==> src/rtl/reg_rename_stage_if.sv <==
// Decoder-side, downstream and write-back release signals of the register-rename stage.
// master drives the instruction/release inputs; slave is the rename stage itself.
interface reg_rename_stage_if #(
  parameter int PHYS_WIDTH = 6
);
  logic                  i_valid;
  logic                  o_ready;
  logic [4:0]            i_rs_addr;
  logic [4:0]            i_rt_addr;
  logic                  i_uses_rw;
  logic [4:0]            i_rw_addr;
  logic                  o_valid;
  logic                  i_ds_ready;
  logic [PHYS_WIDTH-1:0] o_rs_phys;
  logic [PHYS_WIDTH-1:0] o_rt_phys;
  logic                  o_uses_rw;
  logic [PHYS_WIDTH-1:0] o_rw_phys;
  logic [PHYS_WIDTH-1:0] o_old_rw_phys;
  logic                  i_free_valid;
  logic [PHYS_WIDTH-1:0] i_free_phys;
  logic [PHYS_WIDTH:0]   o_free_count;
  logic                  o_free_overflow;

  modport master (
    output i_valid, i_rs_addr, i_rt_addr, i_uses_rw, i_rw_addr, i_ds_ready,
           i_free_valid, i_free_phys,
    input  o_ready, o_valid, o_rs_phys, o_rt_phys, o_uses_rw, o_rw_phys,
           o_old_rw_phys, o_free_count, o_free_overflow
  );

  modport slave (
    input  i_valid, i_rs_addr, i_rt_addr, i_uses_rw, i_rw_addr, i_ds_ready,
           i_free_valid, i_free_phys,
    output o_ready, o_valid, o_rs_phys, o_rt_phys, o_uses_rw, o_rw_phys,
           o_old_rw_phys, o_free_count, o_free_overflow
  );
endinterface

==> src/rtl/reg_rename_stage.sv <==
// Register-rename stage: map table + circular free list, registered renamed output.
// Optional macro REN_FREE_BYPASS_EN hands a release straight to an allocation when the list is empty.
module reg_rename_stage #(
  parameter int ARCH_REGS  = 32,
  parameter int PHYS_REGS  = 64,
  parameter int PHYS_WIDTH = 6,
  parameter int FREE_DEPTH = 32
) (
  input  logic               clk,
  input  logic               rst_n,
  reg_rename_stage_if.slave  ren
);

  localparam int                  PTR_W      = (FREE_DEPTH > 1) ? $clog2(FREE_DEPTH) : 1;
  localparam logic [PHYS_WIDTH:0] FULL_COUNT = (PHYS_WIDTH + 1)'(FREE_DEPTH);
  localparam logic [PTR_W-1:0]    LAST_PTR   = PTR_W'(FREE_DEPTH - 1);

  logic [PHYS_WIDTH-1:0] map_reg  [ARCH_REGS];
  logic [PHYS_WIDTH-1:0] free_reg [FREE_DEPTH];
  logic [PTR_W-1:0]      head_reg;
  logic [PTR_W-1:0]      tail_reg;
  logic [PHYS_WIDTH:0]   count_reg;
  logic [PHYS_WIDTH:0]   count_next;
  logic                  overflow_reg;

  logic                  valid_reg;
  logic [PHYS_WIDTH-1:0] rs_phys_reg;
  logic [PHYS_WIDTH-1:0] rt_phys_reg;
  logic                  uses_rw_reg;
  logic [PHYS_WIDTH-1:0] rw_phys_reg;
  logic [PHYS_WIDTH-1:0] old_rw_phys_reg;

  logic                  needs_alloc;
  logic                  free_req;
  logic                  list_empty;
  logic                  list_full;
  logic                  bypass_hit;
  logic                  avail;
  logic                  stage_ready;
  logic                  accept;
  logic                  alloc;
  logic                  bypass_take;
  logic                  pop;
  logic                  push;
  logic                  overflow_set;
  logic [PHYS_WIDTH-1:0] alloc_phys;
  logic [PHYS_WIDTH-1:0] old_phys;
  logic [ARCH_REGS-1:0]  map_we;
  logic [FREE_DEPTH-1:0] free_we;

  function automatic logic [PTR_W-1:0] ptr_inc(input logic [PTR_W-1:0] p);
    return (p == LAST_PTR) ? '0 : p + 1'b1;
  endfunction

  // Architectural $0 is hard-wired and never takes a physical register.
  assign needs_alloc = ren.i_uses_rw & (ren.i_rw_addr != 5'd0);
  assign free_req    = ren.i_free_valid & (ren.i_free_phys != '0);
  assign list_empty  = (count_reg == '0);
  assign list_full   = (count_reg == FULL_COUNT);

`ifdef REN_FREE_BYPASS_EN
  assign bypass_hit  = list_empty & free_req;
`else
  assign bypass_hit  = 1'b0;
`endif

  assign avail       = ~list_empty | bypass_hit;
  assign stage_ready = (~valid_reg | ren.i_ds_ready) & (~needs_alloc | avail);
  assign accept      = ren.i_valid & stage_ready;
  assign alloc       = accept & needs_alloc;

  // A bypassed pair consumes the release directly and leaves the list untouched.
  assign bypass_take  = alloc & bypass_hit;
  assign pop          = alloc & ~bypass_take;
  assign push         = free_req & ~bypass_take & (~list_full | pop);
  assign overflow_set = free_req & list_full & ~pop;

  assign alloc_phys = bypass_take ? ren.i_free_phys : free_reg[head_reg];
  assign old_phys   = map_reg[ren.i_rw_addr];

  genvar gi;
  generate
    for (gi = 0; gi < ARCH_REGS; gi++) begin : g_map_we
      assign map_we[gi] = alloc & (ren.i_rw_addr == 5'(gi));
    end
    for (gi = 0; gi < FREE_DEPTH; gi++) begin : g_free_we
      assign free_we[gi] = push & (tail_reg == PTR_W'(gi));
    end
  endgenerate

  always_comb begin
    count_next = count_reg;
    case ({push, pop})
      2'b10:   count_next = count_reg + 1'b1;
      2'b01:   count_next = count_reg - 1'b1;
      default: count_next = count_reg;
    endcase
  end

  always_ff @(posedge clk or negedge rst_n) begin
    if (!rst_n) begin
      for (int i = 0; i < ARCH_REGS; i++) begin
        map_reg[i] <= PHYS_WIDTH'(i);
      end
    end else begin
      for (int i = 0; i < ARCH_REGS; i++) begin
        if (map_we[i]) begin
          map_reg[i] <= alloc_phys;
        end
      end
    end
  end

  // Reset image: the registers not covered by the identity map, in ascending order.
  always_ff @(posedge clk or negedge rst_n) begin
    if (!rst_n) begin
      for (int i = 0; i < FREE_DEPTH; i++) begin
        free_reg[i] <= PHYS_WIDTH'(PHYS_REGS - FREE_DEPTH + i);
      end
    end else begin
      for (int i = 0; i < FREE_DEPTH; i++) begin
        if (free_we[i]) begin
          free_reg[i] <= ren.i_free_phys;
        end
      end
    end
  end

  always_ff @(posedge clk or negedge rst_n) begin
    if (!rst_n) begin
      head_reg     <= '0;
      tail_reg     <= '0;
      count_reg    <= FULL_COUNT;
      overflow_reg <= 1'b0;
    end else begin
      if (pop) begin
        head_reg <= ptr_inc(head_reg);
      end
      if (push) begin
        tail_reg <= ptr_inc(tail_reg);
      end
      count_reg <= count_next;
      if (overflow_set) begin
        overflow_reg <= 1'b1;
      end
    end
  end

  // Output register holds while downstream stalls; sources read the pre-update map.
  always_ff @(posedge clk or negedge rst_n) begin
    if (!rst_n) begin
      valid_reg       <= 1'b0;
      rs_phys_reg     <= '0;
      rt_phys_reg     <= '0;
      uses_rw_reg     <= 1'b0;
      rw_phys_reg     <= '0;
      old_rw_phys_reg <= '0;
    end else if (accept) begin
      valid_reg       <= 1'b1;
      rs_phys_reg     <= map_reg[ren.i_rs_addr];
      rt_phys_reg     <= map_reg[ren.i_rt_addr];
      uses_rw_reg     <= ren.i_uses_rw;
      rw_phys_reg     <= alloc ? alloc_phys : '0;
      old_rw_phys_reg <= alloc ? old_phys : '0;
    end else if (ren.i_ds_ready) begin
      valid_reg <= 1'b0;
    end
  end

  assign ren.o_ready         = stage_ready;
  assign ren.o_valid         = valid_reg;
  assign ren.o_rs_phys       = rs_phys_reg;
  assign ren.o_rt_phys       = rt_phys_reg;
  assign ren.o_uses_rw       = uses_rw_reg;
  assign ren.o_rw_phys       = rw_phys_reg;
  assign ren.o_old_rw_phys   = old_rw_phys_reg;
  assign ren.o_free_count    = count_reg;
  assign ren.o_free_overflow = overflow_reg;

endmodule

==> src/flat_wrapper.sv <==
// flat-port wrapper written by rule: the top's interface ports become plain ports
module reg_rename_stage_flat 
#(
  parameter int ARCH_REGS  = 32,
  parameter int PHYS_REGS  = 64,
  parameter int PHYS_WIDTH = 6,
  parameter int FREE_DEPTH = 32
)
  (clk, rst_n, ren_i_valid, ren_i_rs_addr, ren_i_rt_addr, ren_i_uses_rw, ren_i_rw_addr, ren_i_ds_ready, ren_i_free_valid, ren_i_free_phys, ren_o_ready, ren_o_valid, ren_o_rs_phys, ren_o_rt_phys, ren_o_uses_rw, ren_o_rw_phys, ren_o_old_rw_phys, ren_o_free_count, ren_o_free_overflow);
  reg_rename_stage_if #(.PHYS_WIDTH(PHYS_WIDTH)) ren_i ();
  input  logic clk;
  input  logic rst_n;
  input wire logic [$bits(ren_i.i_valid)-1:0] ren_i_valid;
  input wire logic [$bits(ren_i.i_rs_addr)-1:0] ren_i_rs_addr;
  input wire logic [$bits(ren_i.i_rt_addr)-1:0] ren_i_rt_addr;
  input wire logic [$bits(ren_i.i_uses_rw)-1:0] ren_i_uses_rw;
  input wire logic [$bits(ren_i.i_rw_addr)-1:0] ren_i_rw_addr;
  input wire logic [$bits(ren_i.i_ds_ready)-1:0] ren_i_ds_ready;
  input wire logic [$bits(ren_i.i_free_valid)-1:0] ren_i_free_valid;
  input wire logic [$bits(ren_i.i_free_phys)-1:0] ren_i_free_phys;
  output wire logic [$bits(ren_i.o_ready)-1:0] ren_o_ready;
  output wire logic [$bits(ren_i.o_valid)-1:0] ren_o_valid;
  output wire logic [$bits(ren_i.o_rs_phys)-1:0] ren_o_rs_phys;
  output wire logic [$bits(ren_i.o_rt_phys)-1:0] ren_o_rt_phys;
  output wire logic [$bits(ren_i.o_uses_rw)-1:0] ren_o_uses_rw;
  output wire logic [$bits(ren_i.o_rw_phys)-1:0] ren_o_rw_phys;
  output wire logic [$bits(ren_i.o_old_rw_phys)-1:0] ren_o_old_rw_phys;
  output wire logic [$bits(ren_i.o_free_count)-1:0] ren_o_free_count;
  output wire logic [$bits(ren_i.o_free_overflow)-1:0] ren_o_free_overflow;
  assign ren_i.i_valid = ren_i_valid;
  assign ren_i.i_rs_addr = ren_i_rs_addr;
  assign ren_i.i_rt_addr = ren_i_rt_addr;
  assign ren_i.i_uses_rw = ren_i_uses_rw;
  assign ren_i.i_rw_addr = ren_i_rw_addr;
  assign ren_i.i_ds_ready = ren_i_ds_ready;
  assign ren_i.i_free_valid = ren_i_free_valid;
  assign ren_i.i_free_phys = ren_i_free_phys;
  assign ren_o_ready = ren_i.o_ready;
  assign ren_o_valid = ren_i.o_valid;
  assign ren_o_rs_phys = ren_i.o_rs_phys;
  assign ren_o_rt_phys = ren_i.o_rt_phys;
  assign ren_o_uses_rw = ren_i.o_uses_rw;
  assign ren_o_rw_phys = ren_i.o_rw_phys;
  assign ren_o_old_rw_phys = ren_i.o_old_rw_phys;
  assign ren_o_free_count = ren_i.o_free_count;
  assign ren_o_free_overflow = ren_i.o_free_overflow;
  reg_rename_stage #(.ARCH_REGS(ARCH_REGS), .PHYS_REGS(PHYS_REGS), .PHYS_WIDTH(PHYS_WIDTH), .FREE_DEPTH(FREE_DEPTH)) u_core (.clk(clk), .rst_n(rst_n), .ren(ren_i));
endmodule
==> config.mk <==
export PLATFORM = sky130hd
export DESIGN_NAME = reg_rename_stage_flat
export DESIGN_NICKNAME = d
export VERILOG_FILES = /design/src/rtl/reg_rename_stage_if.sv /design/src/rtl/reg_rename_stage.sv /design/src/flat_wrapper.sv
export SDC_FILE = /design/constraint.sdc
export NUM_CORES = 1
export LEC_CHECK = 0
export BUFFER_PORTS_ARGS = -buffer_cell sky130_fd_sc_hd__buf_2
export CAP_MARGIN = 25
export CORE_MARGIN = 2
export CORE_UTILIZATION = 57
export DETAILED_ROUTE_END_ITERATION = 8
export PLACE_DENSITY_LB_ADDON = 0.15
export REMOVE_ABC_BUFFERS = 1
export SKIP_LAST_GASP = 1
export SYNTH_ARGS = -nofsm -noshare
export SYNTH_HDL_FRONTEND = slang
export SYNTH_SLANG_ARGS = --single-unit
==> constraint.sdc <==
create_clock -name clk -period 2.89 [get_ports clk]
set_input_delay 0.578 -clock clk [delete_from_list [all_inputs] [get_ports clk]]
set_output_delay 0.578 -clock clk [all_outputs]
set_load 0.01 [all_outputs]
==> summary.md, run 1 <==
| Metric | Value |
|---|---|
| Port Buffers | between 60 and 70 |
| WS Path Type | reg2out |
| Clock slew at reported path FFs | 0.06 ns |
| Max Cap Viol | 0 |
| Top-area cell type share of the netlist area | 25.6% |
| Grt total ovfl | 0 |
| Placed cells | 2118 |
| Post-Synth Simple-Gate Area | 5.44% |
| Post-route DRC | 0 |
| Final nets | 1685 |
| Tot GR Track Use | between 30% and 40% |
| Area growth syn-to-layout | 15.1% |
| Post-synthesis compound-gate area fraction | 4.33% |
| Status | complete, but fails checks |
| Final Wtd Congestion | 1.02 |
| Initial Util | 57.8% |
| Fmax | between 0.3 and 0.4 GHz |
| Primary FF master, synth | dfrtp_1 |
| PnR worst setup slack | -0.110 ns |
| Syn Inst Count | 1515 |
| Final Hold Viols | 2 |
| Die X | approximately 200 um |
| Die span in y | 205 um |
| WL/cell | 27.5 um |
| Fill cells | between 2000 and 3000 |
| Layout cells sized above 1 | between 60% and 70% |
| CP arrival | 2.42 ns |
| CP max FO | 2 |
| IO Pins | 62 |
| Fin crit period | around 3.0 ns |
| Mux cell area share after synthesis | 39.2% |
| CTS tree | yes |
| Filler-free cell count of the finished design | 2205 |
| Number of global-route vias before repair | 15032 |
| Synth Warn # | 0 |
| Count of hold-fix buffers inserted at cts | 0 |
| CTS H-tree depth | 2 |
| Unrepaired setup endpoints after global routing | true |
| First-pass GRT wire length | roughly 94000 um |
| Antenna viol nets, final | 0 |
| DP HPWL | around 41000 um |
| Failing checks | negative hold slack, negative setup slack |
| DRT Pass-1 Iters | 6 |
| Worst endpoint required time | approximately 2.3 ns |
| Vias/cell | 6.66 |
| Final Cycle Share | 104% |
| Placed Area | around 0.025 mm2 |
| Die area | 0.0419 mm2 |
| Root buffer cell | clkbuf_16 |
| Clock Latency Late Sink | between 0.5 and 0.6 ns |
| CTS buffer count | 45 |
| Setup TNS | -0.193 ns |
| Initial antenna violation count | 2 |
| HP Class | in2async |
| Post-Synth XOR/XNOR Area | 0.114% |
| Adder-Cell Fraction of Synth Area | less than 1% |
| Pleak | 11.2 nW |
| Yosys reg bits | roughly 430 |
| Startpoint Class | flip-flop |
| Dpl ws | -0.565 ns |
| Commonest non-fill, non-tap cells in the layout | 310 x mux2_2, 233 x dfrtp_1, 193 x dfstp_2 |
| Layer with the highest usage | met2 |
| Clk_skew | 0.0220 ns |
| Non-Filler Cell Area, Final | 0.0265 mm2 |
| CTS Sinks | 428 |
| Post-synthesis sequential area ratio | 47.7% |
| Area leader, netlist | dfrtp_1 |
| Worst-margin pin slew | 0.899 ns |
| FFs w/ async S/R, synth | 100% |
| Power per cell area | 952 mW/mm2 |
| Largest net degree at the start of global routing | between 70 and 80 |
| Syn Area/Cell | 15.2 um2 |
| Area contributors post-synth | dfrtp_1 26%, dfstp_2 22%, mux4_2 19% |
| Slew Viols, Final | 0 |
| Register area | around 0.011 mm2 |
| Crit. End Element | output pin |
| Via count | 14678 |
| Max-slew headroom | 40.1% |
| Total power | 25.2 mW |
| Core Box Area | 0.0397 mm2 |
| Maximum root-to-sink buffer count | 3 |
| Met1 usage | 40.9% |
| Multi-input gate area | around 0.012 mm2 |
| WL final | a little over 60000 um |
| # setup viols final | 2 |
| Synthesized cell area | 0.0230 mm2 |
| Row count | 73 |
| VDD IR-drop max | a little under 0.9 mV |
| Met2 GRT Util | 49.4% |
| Synth unique cells | around 60 |
| Hold Worst Slack | -0.0126 ns |
| Number of flops mapped to enable cells by yosys | 0 |
| Most common cell after layout, fill and taps aside | mux2_2 |
| Met3 usage | 4.36% |
| Largest family of logic cells by synthesized area | multiplexers |
| Iteration-0 DRC Markers | 1143 |
report_power, final:
group | leakage [nW] | total, mW | switching (mW) | internal, mW
sequential | 5.10 | 10.3 | 1.53 | 8.77
clock | 0.723 | 5.78 | 2.39 | 3.39
combinational | 5.35 | 9.11 | 4.31 | 4.80
through the flow:
step                      utilization (%)  hold WS (ns)
after floorplan                         -         0.282
after global placement               62.7         0.397
after detailed placement             62.7         0.404
after CTS                            66.5       0.00643
after global routing                 66.6        0.0292
final                                66.6       -0.0126
cell type report:
| type | instances | share of cell area, % |
|---|---|---|
| sequential | 428 | 41.4 |
| inverter | 9 | 0.128 |
| tap | 525 | 2.48 |
| timing repair buffer | 203 | 6.84 |
| clock inverter | 9 | 0.402 |
| antenna | 1 | 0.00946 |
| multi-input combinational | 957 | 43.6 |
| clock buffer | 73 | 5.15 |
routing by layer:
metal	share of wire, %	vias up
met3	6.1	138
met2	50	591
met4	3.8	2
li1	-	6201
met1	40	7746
met5	0.016	-
cells by family (layout without fill, tap and decap cells):
logic type               after synthesis  after routing
multiplexers                         589            589
flip-flops                           428            428
AND/OR/NAND/NOR                      203            203
AO/OA/AOI/OAI                        148            148
buffers and inverters                130            294
adder cells (fa/ha/maj)               14             14
XOR/XNOR                               3              3
other                                  0              1
final timing paths:
check                                           start                         end  slack [ns]  cells after the start
max                        u_core.ren.o_free_count[1]                 ren_o_ready       -0.11                      5
min                                             rst_n         u_core.map_reg[134]       -0.01                      1
max reg2reg                u_core.ren.o_free_count[1]  u_core.ren.o_free_count[6]       -0.08                     10
min reg2reg                       u_core.map_reg[186]         u_core.map_reg[186]        0.42                      0
max in group asynchronous                       rst_n         u_core.map_reg[105]        1.96                      2
min in group clk                        ren_i_uses_rw        u_core.ren.o_uses_rw        0.34                      2
Yosys cell counts, drive strengths merged, types with 4 or more instances:
master,number
nor2b,6
nand2,40
mux2,384
nand4,14
mux4,192
clkbuf,75
o21ai,24
buf,46
nand3,8
nand2b,5
o22ai,78
nor3,26
inv,8
or3,13
o21a,4
or4,16
and2,4
ha,13
dfstp,193
dfrtp,235
nor4,4
mux2i,13
or3b,8
nand3b,14
a22oi,6
a22o,13
nor2,40
critical path, cell delays in order (launching register included):
cell and delay [ns]:
dfrtp_1 0.38, or4_4 0.55, or4_4 0.45, buf_8 0.15
o21a_1 0.18, buf_2 0.14
repair_timing:
action,4_1_cts,5_1_grt
resized for setup,5,5
pin swaps,2,0
buffers inserted,3,1
endpoints found under the setup margin,16,4
(Power assumes the default switching activity.)
==> run 2, diff against run 1 <==
--- a/config.mk
+++ b/config.mk
@@ -10,7 +10,7 @@
 export CORE_MARGIN = 2
 export CORE_UTILIZATION = 57
 export DETAILED_ROUTE_END_ITERATION = 8
-export PLACE_DENSITY_LB_ADDON = 0.15
+export PLACE_DENSITY = 0.77
 export REMOVE_ABC_BUFFERS = 1
 export SKIP_LAST_GASP = 1
 export SYNTH_ARGS = -nofsm -noshare
==> constraint.sdc (replaced) <==
create_clock -name clk -period 2.7 [get_ports clk]
set_input_delay 0.54 -clock clk [delete_from_list [all_inputs] [get_ports clk]]
set_output_delay 0.54 -clock clk [all_outputs]
set_load 0.01 [all_outputs]
==> summary.md, run 2 (synthesis results as in run 1) <==
| Metric | Value |
|---|---|
| Startpoint Class | flip-flop |
| CP max FO | 2 (unchanged) |
| CTS Sinks | 428 (unchanged) |
| Total power | 28.2 mW (+12%) |
| Slew Viols, Final | 0 (unchanged) |
| Layout cells sized above 1 | 64.9% (+1.2 points) |
| WL final | 63100 um (+4.0%) |
| Die span in y | 205 um (unchanged) |
| Multi-input gate area | 0.0117 mm2 (+1.8%) |
| WL/cell | 28.5 um (+3.4%) |
| Power per cell area | 1050 mW/mm2 (+10%) |
| Area growth syn-to-layout | 17.2% |
| WP depth | 5 (unchanged) |
| Fin crit period | ~3.0 ns |
| Hold depth | 2 |
| Slowest stage delay, CP | 0.56 ns (about the same) |
| Die area | 0.0419 mm2 (unchanged) |
| Fmax | 0.336 GHz |
| First-pass GRT wire length | 96000 um (+2.3%) |
| Port Buffers | 61 (unchanged) |
| Register area | 0.0110 mm2 (unchanged) |
| Slowest-stage cell, CP | or4_4 |
| Largest net degree at the start of global routing | 87 (+19%) |
| Crit. End Element | output pin |
| VDD IR-drop max | 0.931 mV (+5.6%) |
| Final Cycle Share | 110% |
| WS Path Type | reg2out |
| CTS H-tree depth | 2 (unchanged) |
| DRT Pass-1 Iters | 5 (-1) |
| FF-to-FF Start | u_core.ren.o_free_count[1] |
| CP arrival | 2.44 ns (+0.02 ns) |
| HP Class | in2reg |
| Pleak | 11.4 nW (+2.0%) |
| Worst endpoint required time | 2.16 ns (-0.15 ns) |
| Row count | 73 (unchanged) |
| Crit-path cells | or4_4 > or4_4 > buf_6 > o21a_1 > buf_2 |
| Final Wtd Congestion | 0.957 (-5.9%) |
| Initial Util | 57.8% (unchanged) |
| Grt total ovfl | 0 (unchanged) |
| Die X | 205 um (unchanged) |
| Via count | 15139 (+3.1%) |
| # setup viols final | 138 (+136) |
| WP buf/inv | 2 (unchanged) |
| Maximum root-to-sink buffer count | 3 (unchanged) |
| CTS buffer count | 46 (+2.2%) |
| PnR worst setup slack | -0.281 ns (-0.170 ns) |
| Core Box Area | 0.0397 mm2 (unchanged) |
| Worst Setup SP | u_core.ren.o_free_count[1] |
| Most common cell after layout, fill and taps aside | mux2_2 |
| Commonest non-fill, non-tap cells in the layout | 289 x mux2_2, 233 x dfrtp_1, 193 x dfstp_2 |
| Vias/cell | 6.83 (+2.6%) |
| DP HPWL | 41800 um (+1.0%) |
| Number of global-route vias before repair | 15920 (+5.9%) |
| Clock slew at reported path FFs | 0.06 ns (about the same) |
| CTS tree | yes |
| Root buffer cell | clkbuf_16 |
| Hold path start | ren_i_uses_rw |
| Max-slew headroom | 40.2% (+0.056 points) |
| Post-route DRC | 0 (unchanged) |
| Status | complete, but fails checks |
| Clock Latency Late Sink | 0.60 ns (+0.02 ns) |
| Final nets | 1694 (+0.53%) |
| Iteration-0 DRC Markers | 1398 (+22%) |
| CP top delay family | simple AND/OR/NAND/NOR gates |
| Hold Worst Slack | 0.265 ns (+0.278 ns) |
| Fill cells | 2604 (-7.2%) |
| Max Cap Viol | 0 (unchanged) |
| Antenna viol nets, final | 0 (unchanged) |
| Clk_skew | 0.0337 ns (+0.0117 ns) |
| Most common cell on crit path | or4_4 |
| IO Pins | 62 (unchanged) |
| Initial antenna violation count | 2 (unchanged) |
| Final Hold Viols | 0 (-2) |
| Failing checks | negative setup slack |
| Tot GR Track Use | 30.7% (+0.60 points) |
| Worst-margin pin slew | 0.898 ns (-0.000832 ns) |
| Unrepaired setup endpoints after global routing | true |
| Worst reg-to-reg path cell count | 10 (unchanged) |
## run 2: power breakdown
| group | switching (mW) | internal [mW] |
|---|---|---|
| clock network | 2.68 | 4.13 |
| registers | 1.78 | 9.39 |
| logic | 4.82 | 5.41 |
| total | 9.28 | 18.9 |
## run 2: repair_timing
action                     in CTS  in global routing
hold endpoints to repair       19                  0
hold buffers                    1                  0
pin swaps                       4                 11
setup endpoints to repair       5                 63
setup buffers                   1                  3
resized for setup              11                 48
cloned                          0                  1
## run 2: final timing paths
| path | end | slack (ns) |
|---|---|---|
| worst min register to register | u_core.map_reg[191] | 0.42 |
| max in group asynchronous | u_core.free_reg[59] | 1.40 |
| worst max-delay path | ren_o_ready | -0.28 |
| worst min-delay path | u_core.ren.o_uses_rw | 0.26 |
| min in group asynchronous | u_core.ren.o_free_count[4] | 0.47 |
| worst max register to register | u_core.ren.o_free_count[6] | -0.21 |
## run 2: layout make-up
type / count / area share, %
well taps: 525 / 2.44
repair buffers: 211 / 7.07
flip-flops and latches: 428 / 40.7
inverters: 9 / 0.135
diodes: 1 / 0.00929
multi-input cells: 957 / 43.6
clock buffers: 69 / 5.01
clock inverters: 16 / 1.06
## run 2: metal layers
metal / part of all wire, % / wire, um / vias to the layer above / GRT usage [%]
li1: - / - / 6219 / -
met3: 8.2 / 5170 / 186 / 6.89
met4: 5.1 / 3220 / 2 / 15.6
met1: 38 / 24100 / 8014 / 39.4
met5: 0.021 / 13 / - / 0
met2: 48 / 30600 / 718 / 49.4
## run 2: per-stage QoR
stage	std cells	util, %	setup TNS (ns)	setup slack (ns)	cell area (um2)
after floorplan	1394	-	-412.19	-2.13	22400
after global placement	2132	63.1	-34.08	-0.560	25100
after detailed placement	2133	63.1	-17.63	-0.673	25100
after CTS	2220	67.5	-0.680	-0.267	26800
after global routing	2215	67.8	-24.25	-0.303	26900
final	2216	67.8	-16.85	-0.281	26900
## run 2: worst reg2reg max path: stages, from the launching register on
cell and delay (ns):
dfrtp_1 0.37, or4_4 0.56, or4_4 0.47, nand3_4 0.11, inv_4 0.05, ha_4 0.21
nor2b_2 0.15, o31a_1 0.26, o21a_1 0.18, or4_1 0.39, nand4_1 0.10
==> run 3, diff against run 2 <==
--- a/config.mk
+++ b/config.mk
@@ -7,10 +7,11 @@
 export LEC_CHECK = 0
 export BUFFER_PORTS_ARGS = -buffer_cell sky130_fd_sc_hd__buf_2
 export CAP_MARGIN = 25
+export CORE_ASPECT_RATIO = 1.75
 export CORE_MARGIN = 2
-export CORE_UTILIZATION = 57
+export CORE_UTILIZATION = 50
 export DETAILED_ROUTE_END_ITERATION = 8
-export PLACE_DENSITY = 0.77
+export PLACE_DENSITY = 0.69
 export REMOVE_ABC_BUFFERS = 1
 export SKIP_LAST_GASP = 1
 export SYNTH_ARGS = -nofsm -noshare
==> summary.md, run 3 (synthesis results as in run 1) <==
| Metric | Value |
|---|---|
| VDD IR-drop max | 1.17 mV (+26%) |
| CP arrival | 3.45 ns (+1.01 ns) |
| DP HPWL | 46000 um (+10%) |
| Register area | 0.0110 mm2 (unchanged) |
| Switching Fraction | 33.0% (+0.13 points) |
| Total power | 27.2 mW (-3.5%) |
| Die area | 0.0478 mm2 (+14%) |
| Power per cell area | 1010 mW/mm2 (-4.0%) |
| WL/cell | 28.2 um (-1.1%) |
| Die span in y | 288 um (+40%) |
| Die X | 166 um (-19%) |
| Number of global-route vias before repair | 15756 (-1.0%) |
| CTS H-tree depth | 2 (unchanged) |
| Core Box Area | 0.0452 mm2 (+14%) |
| Iteration-0 DRC Markers | 1082 (-23%) |
| Startpoint Class | flip-flop |
| Slew Viols, Final | 0 (unchanged) |
| Antenna viol nets, final | 0 (unchanged) |
| Setup TNS | -6.23 ns (+10.62 ns) |
| Via count | 14606 (-3.5%) |
| Hold Worst Slack | 0.377 ns (+0.112 ns) |
| # setup viols final | 90 (-35%) |
| Largest net degree at the start of global routing | 75 (-14%) |
| Unrepaired setup endpoints after global routing | true |
| Initial antenna violation count | 0 (-2) |
| Maximum root-to-sink buffer count | 3 (unchanged) |
| Multi-input gate area | 0.0117 mm2 (about the same) |
| R2R Path End | u_core.ren.o_free_count[6] |
| Clk pwr share | 22.0% (-2.2 points) |
| Max-slew headroom | 40.9% (+0.76 points) |
| CTS Sinks | 428 (unchanged) |
| Post-route DRC | 0 (unchanged) |
| Area growth syn-to-layout | 17.7% |
| Commonest non-fill, non-tap cells in the layout | 293 x mux2_2, 233 x dfrtp_1, 193 x dfstp_2 |
| Worst-margin pin slew | 0.886 ns (-0.0114 ns) |
| Clock slew at reported path FFs | 0.06 ns (about the same) |
| Final Wtd Congestion | 0.986 (+3.0%) |
| IO Pins | 62 (unchanged) |
| Fmax | 0.337 GHz (+0.40%) |
| Fin crit period | 2.97 ns (-0.0120 ns) |
| Port Buffers | 61 (unchanged) |
| Worst endpoint required time | 3.18 ns (+1.02 ns) |
| Row count | 103 (+41%) |
| Failing checks | negative setup slack |
| Final Cycle Share | 110% (-0.44 points) |
| Vias/cell | 6.41 (-6.1%) |
| Fill cells | 3451 (+33%) |
| Status | complete, but fails checks |
| Tot GR Track Use | 27.3% (-3.4 points) |
| Combinational power share | 37.4% (+1.1 points) |
| Pleak | 11.5 nW (+0.47%) |
| Sw Pwr | 8.99 mW (-3.2%) |
| Worst setup endpoint | u_core.ren.o_free_count[6] |
| Clk_skew | 0.0249 ns (-0.00882 ns) |
| Worst reg-to-reg path cell count | 10 (unchanged) |
| Worst R2R Setup Slack | -0.27 ns (-0.06 ns) |
| WS Path Type | reg2reg |
| Root buffer cell | clkbuf_16 |
| CTS buffer count | 42 (-8.7%) |
| Int Pwr | 18.2 mW (-3.7%) |
| HP Class | in2reg |
| Crit. End Element | flip-flop |
| CP max FO | 4 (+2) |
| Final nets | 1708 (+0.83%) |
| PnR worst setup slack | -0.269 ns (+0.0120 ns) |
| Clock Latency Late Sink | 0.56 ns (-0.04 ns) |
| Layout cells sized above 1 | 65.3% (+0.34 points) |
| Worst Setup SP | u_core.ren.o_free_count[1] |
| Most common cell after layout, fill and taps aside | mux2_2 |
| Sequential fraction of design power | 40.7% (+1.1 points) |
| Max Cap Viol | 0 (unchanged) |
| Final Hold Viols | 0 (unchanged) |
| FF-to-FF Start | u_core.ren.o_free_count[1] |
| CTS tree | yes |
| Grt total ovfl | 0 (unchanged) |
| Initial Util | 50.8% (-7.0 points) |
| First-pass GRT wire length | 98800 um (+2.9%) |
| WL final | 64200 um (+1.7%) |
| DRT Pass-1 Iters | 5 (unchanged) |
| Diodes inserted | 0 (-1) |
[run 3: timing repair]
item                                    in CTS  in global routing
endpoints found under the hold margin        8                  0
hold buffers                                 1                  0
buffers inserted                             3                  4
resized for setup                           22                 33
gates cloned                                 2                  1
pin swaps                                    5                 10
endpoints found under the setup margin      22                138
[run 3: cell type report]
type	instances	share of cell area (%)
Clock inverter	14	0.463
Sequential cell	428	40.5
Timing Repair Buffer	229	8.20
Clock buffer	64	4.69
Inverter	9	0.134
Tap cell	577	2.67
Multi-Input combinational cell	957	43.3
[run 3: metal layers]
metal	part of all wire, %	GRT usage [%]	routed length (um)	vias to the layer above
met5	0	0	0	-
met4	7.4	17.8	4740	0
met3	4.1	3.45	2620	179
met2	55	50.4	35100	474
met1	34	29.2	21800	7736
li1	-	-	-	6217
[run 3: stage by stage]
stage,utilization [%],area (um2),worst slack [ns],cells
final,59.8,27000,-0.269,2278
after detailed placement,56.1,25400,-0.608,2198
after global placement,56.1,25400,-0.611,2198
after CTS,59.5,26900,-0.271,2279
after global routing,59.8,27000,-0.378,2278
after floorplan,-,22400,-2.13,1394
[run 3: how the worst min path moves through the flow]
stage / cells after the start / end / startpoint
detailed placement: 0 / u_core.map_reg[186] / u_core.map_reg[186]
finish: 3 / u_core.ren.o_uses_rw / ren_i_uses_rw
global route: 3 / u_core.ren.o_uses_rw / ren_i_uses_rw
floorplan: 0 / u_core.free_reg[100] / rst_n
global placement: 0 / u_core.map_reg[186] / u_core.map_reg[186]
CTS: 3 / u_core.ren.o_uses_rw / ren_i_uses_rw
[run 3: power groups by stage]
stage | Clock, mW | Combinational [mW] | Sequential (mW)
final | 5.98 | 10.2 | 11.1
after global routing | 6.35 | 10.7 | 11.4
after CTS | 6.09 | 10.1 | 11.0
after detailed placement | 0 | 9.93 | 11.1
after global placement | 0 | 9.71 | 10.9
after floorplan | 0 | 5.85 | 10.8
[run 3: critical path, stage by stage (launching register included)]
cell,delay (ns)
dfrtp_1,0.37
or4_4,0.55
or4_4,0.46
nand3_4,0.09
inv_4,0.05
ha_1,0.28
nor2b_1,0.16
o31a_1,0.27
o21a_1,0.19
or4_1,0.39
nand4_1,0.10
